## config.mk

```make
export PLATFORM = sky130hd
export DESIGN_NAME = spi_arbiter
export DESIGN_NICKNAME = d
export VERILOG_FILES = /design/src/rtl/spi_arbiter_pkg.sv /design/src/rtl/spi_arbiter_rr_pick.sv /design/src/rtl/spi_arbiter.sv
export SDC_FILE = /design/constraint.sdc
export NUM_CORES = 1
export LEC_CHECK = 0
export CORE_MARGIN = 1
export CORE_UTILIZATION = 44
export DETAILED_ROUTE_END_ITERATION = 8
export PLACE_DENSITY_LB_ADDON = 0.05
export SYNTH_ARGS = -nofsm -noshare
export SYNTH_HDL_FRONTEND = slang
export SYNTH_SLANG_ARGS = --single-unit
```

## constraint.sdc

```tcl
create_clock -name clk -period 6 [get_ports clk]
set_input_delay 1.2 -clock clk [delete_from_list [all_inputs] [get_ports clk]]
set_output_delay 1.2 -clock clk [all_outputs]
set_load 0.005 [all_outputs]
```

## src/rtl/spi_arbiter_pkg.sv

```systemverilog
// Shared definitions for the SPI engine arbiter: FSM state encoding,
// the SPI word width and the default receive timeout.
package spi_arbiter_pkg;

  localparam int W_CPU           = 32;
  localparam int W_SPI_DATA      = W_CPU;
  localparam int SPI_ARB_TIMEOUT = 1024;

  typedef enum logic [1:0] {
    SPI_ARB_IDLE    = 2'd0,
    SPI_ARB_LAUNCH  = 2'd1,
    SPI_ARB_WAIT_RX = 2'd2,
    SPI_ARB_RESP    = 2'd3
  } spi_arb_state_e;

endpackage

```

## src/rtl/spi_arbiter_rr_pick.sv

```systemverilog
// Combinational round-robin picker: rotate the request vector so the search
// starts just after the previous owner, take the lowest set bit, rotate back.
module spi_arbiter_rr_pick #(
  parameter int N_REQ = 2,
  localparam int ID_W = $clog2(N_REQ)
) (
  input  logic [N_REQ-1:0] req_i,
  input  logic [ID_W-1:0]  last_i,
  output logic [ID_W-1:0]  grant_o,
  output logic             any_o
);

  logic [ID_W-1:0]    start;
  logic [ID_W-1:0]    offs;
  logic [2*N_REQ-1:0] dbl;
  logic [N_REQ-1:0]   rot;
  logic [ID_W:0]      sum;

  always_comb begin
    start = (last_i == ID_W'(N_REQ - 1)) ? '0 : last_i + ID_W'(1);
    dbl   = {req_i, req_i} >> start;
    rot   = dbl[N_REQ-1:0];
    offs  = '0;
    for (int j = N_REQ - 1; j >= 0; j--) begin
      if (rot[j]) offs = ID_W'(j);
    end
    // Un-rotate modulo N_REQ, which need not be a power of two.
    sum = {1'b0, start} + {1'b0, offs};
    if (sum >= (ID_W+1)'(N_REQ)) sum = sum - (ID_W+1)'(N_REQ);
    grant_o = sum[ID_W-1:0];
    any_o   = |req_i;
  end

endmodule

```

## src/rtl/spi_arbiter.sv

```systemverilog
// Shares one SPI master engine among N_REQ requesters: round-robin grant,
// load handshake, wait for the received word (or time out), route it back.
module spi_arbiter
  import spi_arbiter_pkg::*;
#(
  parameter int N_REQ   = 2,
  parameter int W_DATA  = W_SPI_DATA,
  parameter int TIMEOUT = SPI_ARB_TIMEOUT
) (
  input  logic                      clk,
  input  logic                      rst,
  input  logic [N_REQ-1:0]          req_valid_i,
  input  logic [N_REQ*W_DATA-1:0]   req_data_i,
  output logic [N_REQ-1:0]          req_ready_o,
  output logic [N_REQ-1:0]          rsp_valid_o,
  output logic [W_DATA-1:0]         rsp_data_o,
  output logic                      rsp_err_o,
  input  logic                      spi_tx_ready_i,
  output logic                      spi_tx_valid_o,
  output logic [W_DATA-1:0]         spi_tx_data_o,
  input  logic                      spi_rx_valid_i,
  input  logic [W_DATA-1:0]         spi_rx_data_i,
  output logic                      busy_o,
  output logic [$clog2(N_REQ)-1:0]  grant_id_o
);

  localparam int ID_W  = $clog2(N_REQ);
  localparam int CNT_W = $clog2(TIMEOUT);
  localparam logic [CNT_W-1:0] CNT_LAST = CNT_W'(TIMEOUT - 1);
  localparam logic [ID_W-1:0]  ID_LAST  = ID_W'(N_REQ - 1);

  spi_arb_state_e    state_q;
  logic [ID_W-1:0]   grant_q;
  logic [ID_W-1:0]   last_q;
  logic [CNT_W-1:0]  cnt_q;
  logic [W_DATA-1:0] tx_data_q;
  logic [W_DATA-1:0] rsp_data_q;
  logic              rsp_err_q;
  logic [N_REQ-1:0]  rsp_valid_q;

  logic [ID_W-1:0]   pick_grant;
  logic              pick_any;
  logic [W_DATA-1:0] pick_data;
  logic              owner_req;
  logic              launch_fire;
  logic [N_REQ-1:0]  owner_onehot;

  spi_arbiter_rr_pick #(
    .N_REQ (N_REQ)
  ) u_pick (
    .req_i   (req_valid_i),
    .last_i  (last_q),
    .grant_o (pick_grant),
    .any_o   (pick_any)
  );

  always_comb begin
    pick_data = '0;
    for (int i = 0; i < N_REQ; i++) begin
      if (pick_grant == ID_W'(i)) pick_data = req_data_i[i*W_DATA +: W_DATA];
    end
  end

  assign owner_req    = req_valid_i[grant_q];
  assign owner_onehot = N_REQ'(1) << grant_q;

  // The load strobe must coincide with the cycle the engine reports ready,
  // so it is decoded from the LAUNCH state and the live handshake inputs.
  assign launch_fire    = (state_q == SPI_ARB_LAUNCH) && owner_req && spi_tx_ready_i;
  assign spi_tx_valid_o = launch_fire;
  assign req_ready_o    = launch_fire ? owner_onehot : '0;
  assign busy_o         = (state_q != SPI_ARB_IDLE);

  assign spi_tx_data_o = tx_data_q;
  assign rsp_valid_o   = rsp_valid_q;
  assign rsp_data_o    = rsp_data_q;
  assign rsp_err_o     = rsp_err_q;
  assign grant_id_o    = grant_q;

  always_ff @(posedge clk or posedge rst) begin
    if (rst) begin
      state_q     <= SPI_ARB_IDLE;
      grant_q     <= '0;
      last_q      <= ID_LAST;
      cnt_q       <= '0;
      tx_data_q   <= '0;
      rsp_data_q  <= '0;
      rsp_err_q   <= 1'b0;
      rsp_valid_q <= '0;
    end else begin
      rsp_valid_q <= '0;
      case (state_q)
        SPI_ARB_IDLE: begin
          // Latch the word at grant so it is already stable during the strobe.
          if (pick_any) begin
            grant_q   <= pick_grant;
            tx_data_q <= pick_data;
            state_q   <= SPI_ARB_LAUNCH;
          end
        end
        SPI_ARB_LAUNCH: begin
          if (!owner_req) begin
            state_q <= SPI_ARB_IDLE;
          end else if (spi_tx_ready_i) begin
            cnt_q   <= '0;
            state_q <= SPI_ARB_WAIT_RX;
          end
        end
        SPI_ARB_WAIT_RX: begin
          if (spi_rx_valid_i) begin
            rsp_data_q  <= spi_rx_data_i;
            rsp_err_q   <= 1'b0;
            rsp_valid_q <= owner_onehot;
            state_q     <= SPI_ARB_RESP;
          end else if (cnt_q == CNT_LAST) begin
            rsp_data_q  <= '0;
            rsp_err_q   <= 1'b1;
            rsp_valid_q <= owner_onehot;
            state_q     <= SPI_ARB_RESP;
          end else begin
            cnt_q <= cnt_q + CNT_W'(1);
          end
        end
        SPI_ARB_RESP: begin
          last_q  <= grant_q;
          state_q <= SPI_ARB_IDLE;
        end
        default: state_q <= SPI_ARB_IDLE;
      endcase
    end
  end

endmodule
```

Word-level counts from Yosys, hierarchy flattened
Index checks and enable logic that the tools add are counted.

storage, ports and cells
  output and inout port bits = 72
  bits in latches = 0
  memories = 0
  word-level logic and storage cells = 64
  memory bits (writable) = 0
  memory bits (read-only) = 0
  register bits after elaboration = 81

operators by class
  reductions and logical operators = 11
  multiplexer cells = 26
  shift operators = 2
  bitwise logic cells = 0
  order comparisons = 2
  div/mod/pow operators = 0
  add/sub/neg operators = 4
  eq/ne operators = 11
  $mul = 0

operators by type and width
  operator                                                     number
  two-way mux 32 bit                                           3
  two-way mux 10 bit                                           4
  one-hot mux 10 bit (2 select lines)                          1
  two-way mux 2 bit                                            9
  adder 10 x 1 -> 10 bit (second input constant)               1
  equality test 10 bit (second input constant)                 1
  inequality test 2 bit (second input constant)                5
  two-way mux 1 bit                                            8
  one-hot mux 2 bit (4 select lines)                           1
  inequality test 3 bit (second input constant)                2
  nonzero test 2 bit                                           3
  AND reduction 5 bit                                          1
  equality test 2 bit (second input constant)                  2
  AND reduction 2 bit                                          2
  right shift 4 x 1 -> 2 bit                                   1
  AND reduction 3 bit                                          1
  adder 1 x 1 -> 2 bit                                         1
  equality test 2 x 1 -> 1 bit (second input constant)         1
  greater-or-equal comparator 2 bit (second input constant)    1
  logical AND 1 bit                                            2
  zero test 2 bit                                              1
  less-than comparator 1 x 2 -> 1 bit (second input constant)  1
  OR reduction 2 bit                                           1
  left shift 1 x 1 -> 2 bit (first input constant)             1
  other kinds (2)                                              2

Longest topological paths before layout
  depth in word-level cells = 9
  mapped depth = 7

Hierarchy
From an unflattened synthesis, not the netlist that was laid out.

unflattened totals
  cells, all modules = 315
  area, all modules = 3537.1 µm²

modules (own cells, without submodules)
  module               area each (µm²)  times used  cells each
  spi_arbiter          3512.1           1           311
  spi_arbiter_rr_pick  25.0             1           4

Worst setup path after synthesis
OpenSTA, ideal clock, no wires.

  path type = input to output
  from = in req_valid_i[1]
  to = out req_ready_o[1]
  stages = 4
  required time = 4.800 ns
  buffers on the path = 0
  setup slack = 2.935 ns
  data arrival time = 1.865 ns
  cell sequence = mux2_2 nand3_1 inv_1 and2_1

on the way
  word-level cells in the longest chain between the ends = 5

ends and longest elaborated chain
  item                                                  line               source
  start: declaration                                    spi_arbiter.sv:12  input logic [N_REQ-1:0] req_valid_i,
  two-way mux 1 bit (not written as such) (2 in a row)  spi_arbiter.sv:64  assign owner_req = req_valid_i[grant_q];
  logical AND 1 bit (2 in a row)                        spi_arbiter.sv:69  assign launch_fire = (state_q == SPI_ARB_LAUNCH) && owner_req && spi_tx_ready_i;
  via spi_tx_valid_o                                    spi_arbiter.sv:19  output logic spi_tx_valid_o,
  two-way mux 2 bit                                     spi_arbiter.sv:71  assign req_ready_o = launch_fire ? owner_onehot : '0;
  end: declaration                                      spi_arbiter.sv:14  output logic [N_REQ-1:0] req_ready_o,

The timed path passes the listed nets, and every way through them passes these cells. The select of a mux whose other input is x is not followed.

Final worst setup path
  from = in req_valid_i[1]
  to = out req_ready_o[1]

on the way
  word-level cells in the longest chain between the ends = 5

ends and longest elaborated chain
  item                                                  line
  two-way mux 1 bit (not written as such) (2 in a row)  spi_arbiter.sv:64
  logical AND 1 bit (2 in a row)                        spi_arbiter.sv:69
  two-way mux 2 bit                                     spi_arbiter.sv:71

Every way passes these cells. The select of a mux whose other input is x is not followed.

==> flow_summary.json <==
{
  "p_clk_share_pct": 17.0,
  "async_flop_share_pct": 100,
  "areaGrowthSynthToFinish_pct": 56.3,
  "critPathCaptureType": "output pin",
  "seq_power_share_pct": 38.2,
  "clk_pin_slew_ns": 0.08,
  "hold_viol_final": 0,
  "ioPinCount": 174,
  "finClkSkew_ns": 0.0148,
  "critPathMaxFanout": 7,
  "post_drt_wl_per_cell_um": 15.8,
  "clockBufferDepth": 2,
  "fmax_mhz": 244,
  "seq_area_frac_synth_pct": 57.6,
  "cts_sinks": 81,
  "die_w_um": 91.4,
  "worst_slew_pin_slew_ns": 1.23,
  "ir_drop_mv": 0.199,
  "drive_gt1_share_pct": 5.85,
  "swShare_pct": 32.4,
  "antennaDiodeCount": 0,
  "slew_headroom_pct": 17.8,
  "num_rows": 32,
  "ant_nets": 0,
  "die_area_sq_um": 8360,
  "placed_cell_area_sq_um": 5300,
  "initial_utilization_pct": 45.5,
  "cp.required_ns": 4.80,
  "fin_crit_ns": 4.10,
  "worstSetupPathType": "in2out",
  "routabilityCongestion": 0.809,
  "die_h_um": 91.4,
  "min_path_type": "reg2reg",
  "vias": 3040,
  "pwr-share-comb_pct": 44.8,
  "grt_pass1_vias": 3161,
  "rsz0062_at_grt": "false",
  "wl_um": 9180,
  "drt-initial-drc-count": 96,
  "p_sw_uw": 781,
  "htreeDepth": 3,
  "internal_power_mw": 1.63,
  "synth-seq-cells": 81,
  "syn_area_sq_um": 3520,
  "first_pass_iters": 5,
  "setup_violations": 0,
  "dpl.hpwl_um": 6520,
  "core_sq_um": 7730,
  "post_cts_buffers": 0,
  "synth_area_per_cell_sq_um": 11.4,
  "post-route-period-util_pct": 68.3,
  "synthDistinctLibCells": 43,
  "avgViaCountPerCell": 5.23,
  "cp-start-kind": "primary input",
  "leakage_nw": 2.39,
  "fin_area_sq_um": 5500,
  "synth-main-ff-cell": "dfrtp_1",
  "finalSetupTns_ns": 0,
  "cts_root_buffer": "clkbuf_8",
  "syn_nets": 413,
  "slew_violations": 0,
  "drv_cap": 0,
  "antenna_found_initial": 0,
  "drcViolationCount": 0,
  "fin_nets": 577,
  "clkLatencyLatePin_ns": 0.34,
  "cts_tree": "done",
  "status": "finished clean",
  "cts_inserted_buffers": 9,
  "p_per_area_nw_per_um2": 438,
  "io_buffers": 173,
  "gr-total-overflow": 0,
  "grt_first_pass_wirelength_um": 15600,
  "synth_edf_count": 0,
  "grt_max_degree": 82,
  "syn_inst": 310,
  "cp.arrival_ns": 2.90,
  "yosysWarnings": 0,
  "grtUsageTotal_pct": 23.7,
  "cts_hold_buf": 0,
  "cts_resized": 0
}
-- cells by family (layout without fill, tap and decap cells) --
logic type	after synthesis	after routing	synth area share (%)
xor gates and xnor gates	2	2	0.498
muxes	35	35	10.0
buffers and inverters	28	197	3.52
and+or+nand+nor	77	77	10.4
AOI/OAI and AO/OA	85	85	17.3
adders and majority gates	2	2	0.640
DFF	81	81	57.6
-- worst paths after layout --
path,depth (start not counted),slack [ns],start,endpoint
max in group asynchronous,3,3.86,rst,spi_tx_data_o[28]
min,1,0.50,rsp_data_o[29],rsp_data_o[29]
max,6,1.90,req_valid_i[1],req_ready_o[1]
min reg2reg,1,0.50,rsp_data_o[29],rsp_data_o[29]
max reg2reg,4,3.75,cnt_q[6],rsp_data_o[14]
min in group asynchronous,3,1.47,rst,rsp_data_o[25]
-- synth_stat cells (all sizes together), types with 2 or more instances --
cell type	number	area (sq um)
nand4	2	12.5
or4	2	15.0
a221o	2	20.0
a22o	32	280
nor2b	4	25.0
mux2	2	22.5
dfrtp	80	2000
nand2	8	30.0
and3	2	12.5
a21o	2	22.5
buf	16	78.8
nor3	2	10.0
nor2	42	158
a31o	2	26.3
nand3	2	10.0
and2	4	25.0
clkbuf	6	22.5
o21ai	4	20.0
mux2i	33	330
a31oi	4	25.0
inv	6	22.5
o2bb2ai	2	17.5
a21oi	34	170
and4	2	17.5
-- power by group through the flow --
stage                     logic (mW)  clock network, mW  registers [mW]
after floorplan                0.475                  0           0.928
after global placement          1.08                  0           0.920
after detailed placement        1.09                  0           0.928
after CTS                       1.10              0.418           0.924
after global routing            1.19              0.444           0.954
final                           1.08              0.409           0.922
-- flip-flops by register name, summed over array words and instances, names as in the netlist, named ones only --
name           cells
rsp_err_o          1
rsp_data_o        32
rsp_valid_o        2
grant_id_o         1
spi_tx_data_o     32
state_q            1
cnt_q             10
last_q             1
-- final cells by class --
cell class / instances / area, sq um
tap: 102 / 128
clock buffer: 9 / 124
timing repair buffer: 175 / 1750
sequential: 81 / 2030
inverter: 6 / 23.8
fill: 578 / 2220
multi-input combinational: 201 / 1380
clock inverter: 7 / 76.3
-- cell usage in the layout (no fill, tap or decap), types with 2 or more instances in the layout --
cell               n
inv_6              3
clkdlybuf4s50_1  173
nand4_1            2
nand2_1            8
and4_1             2
and2_1             4
nand3_1            2
o21ai_0            4
nor2_1            41
nor2b_1            4
a31oi_1            4
mux2_2             2
inv_1              5
mux2i_1           33
nor3_1             2
a22o_1            32
clkinv_2           2
a21oi_1           34
clkinvlp_4         2
buf_4              2
o2bb2ai_1          2
dfrtp_1           80
or4_1              2
and3_1             2
a221o_1            2
clkbuf_8           9
-- routing by layer --
layer / vias to the layer above / wire length (um) / global-route usage, %
li1: 1444 / - / -
met1: 1455 / 3780 / 29.4
met2: 122 / 4520 / 38.8
met3: 19 / 678 / 7.54
met4: 0 / 204 / 8.60
met5: - / 0 / 0
-- per-stage QoR --
stage	hold slack (ns)	std cells	power, mW	util (%)	worst slack [ns]
floorplan	0.489	310	1.40	-	2.72
global placement	0.482	565	2.00	68.6	1.97
detailed placement	0.481	565	2.02	68.6	1.91
CTS	0.509	581	2.44	71.2	1.91
global route	0.528	581	2.59	71.2	1.80
finish	0.504	581	2.41	71.2	1.90
-- critical path, cell delays in order --
cell and delay (ns):
clkdlybuf4s50_1 0.50, mux2_2 0.18, nand3_1 0.13, inv_1 0.22, and2_1 0.16, clkdlybuf4s50_1 0.50
Note: power is estimated with default switching activity, not from simulation.
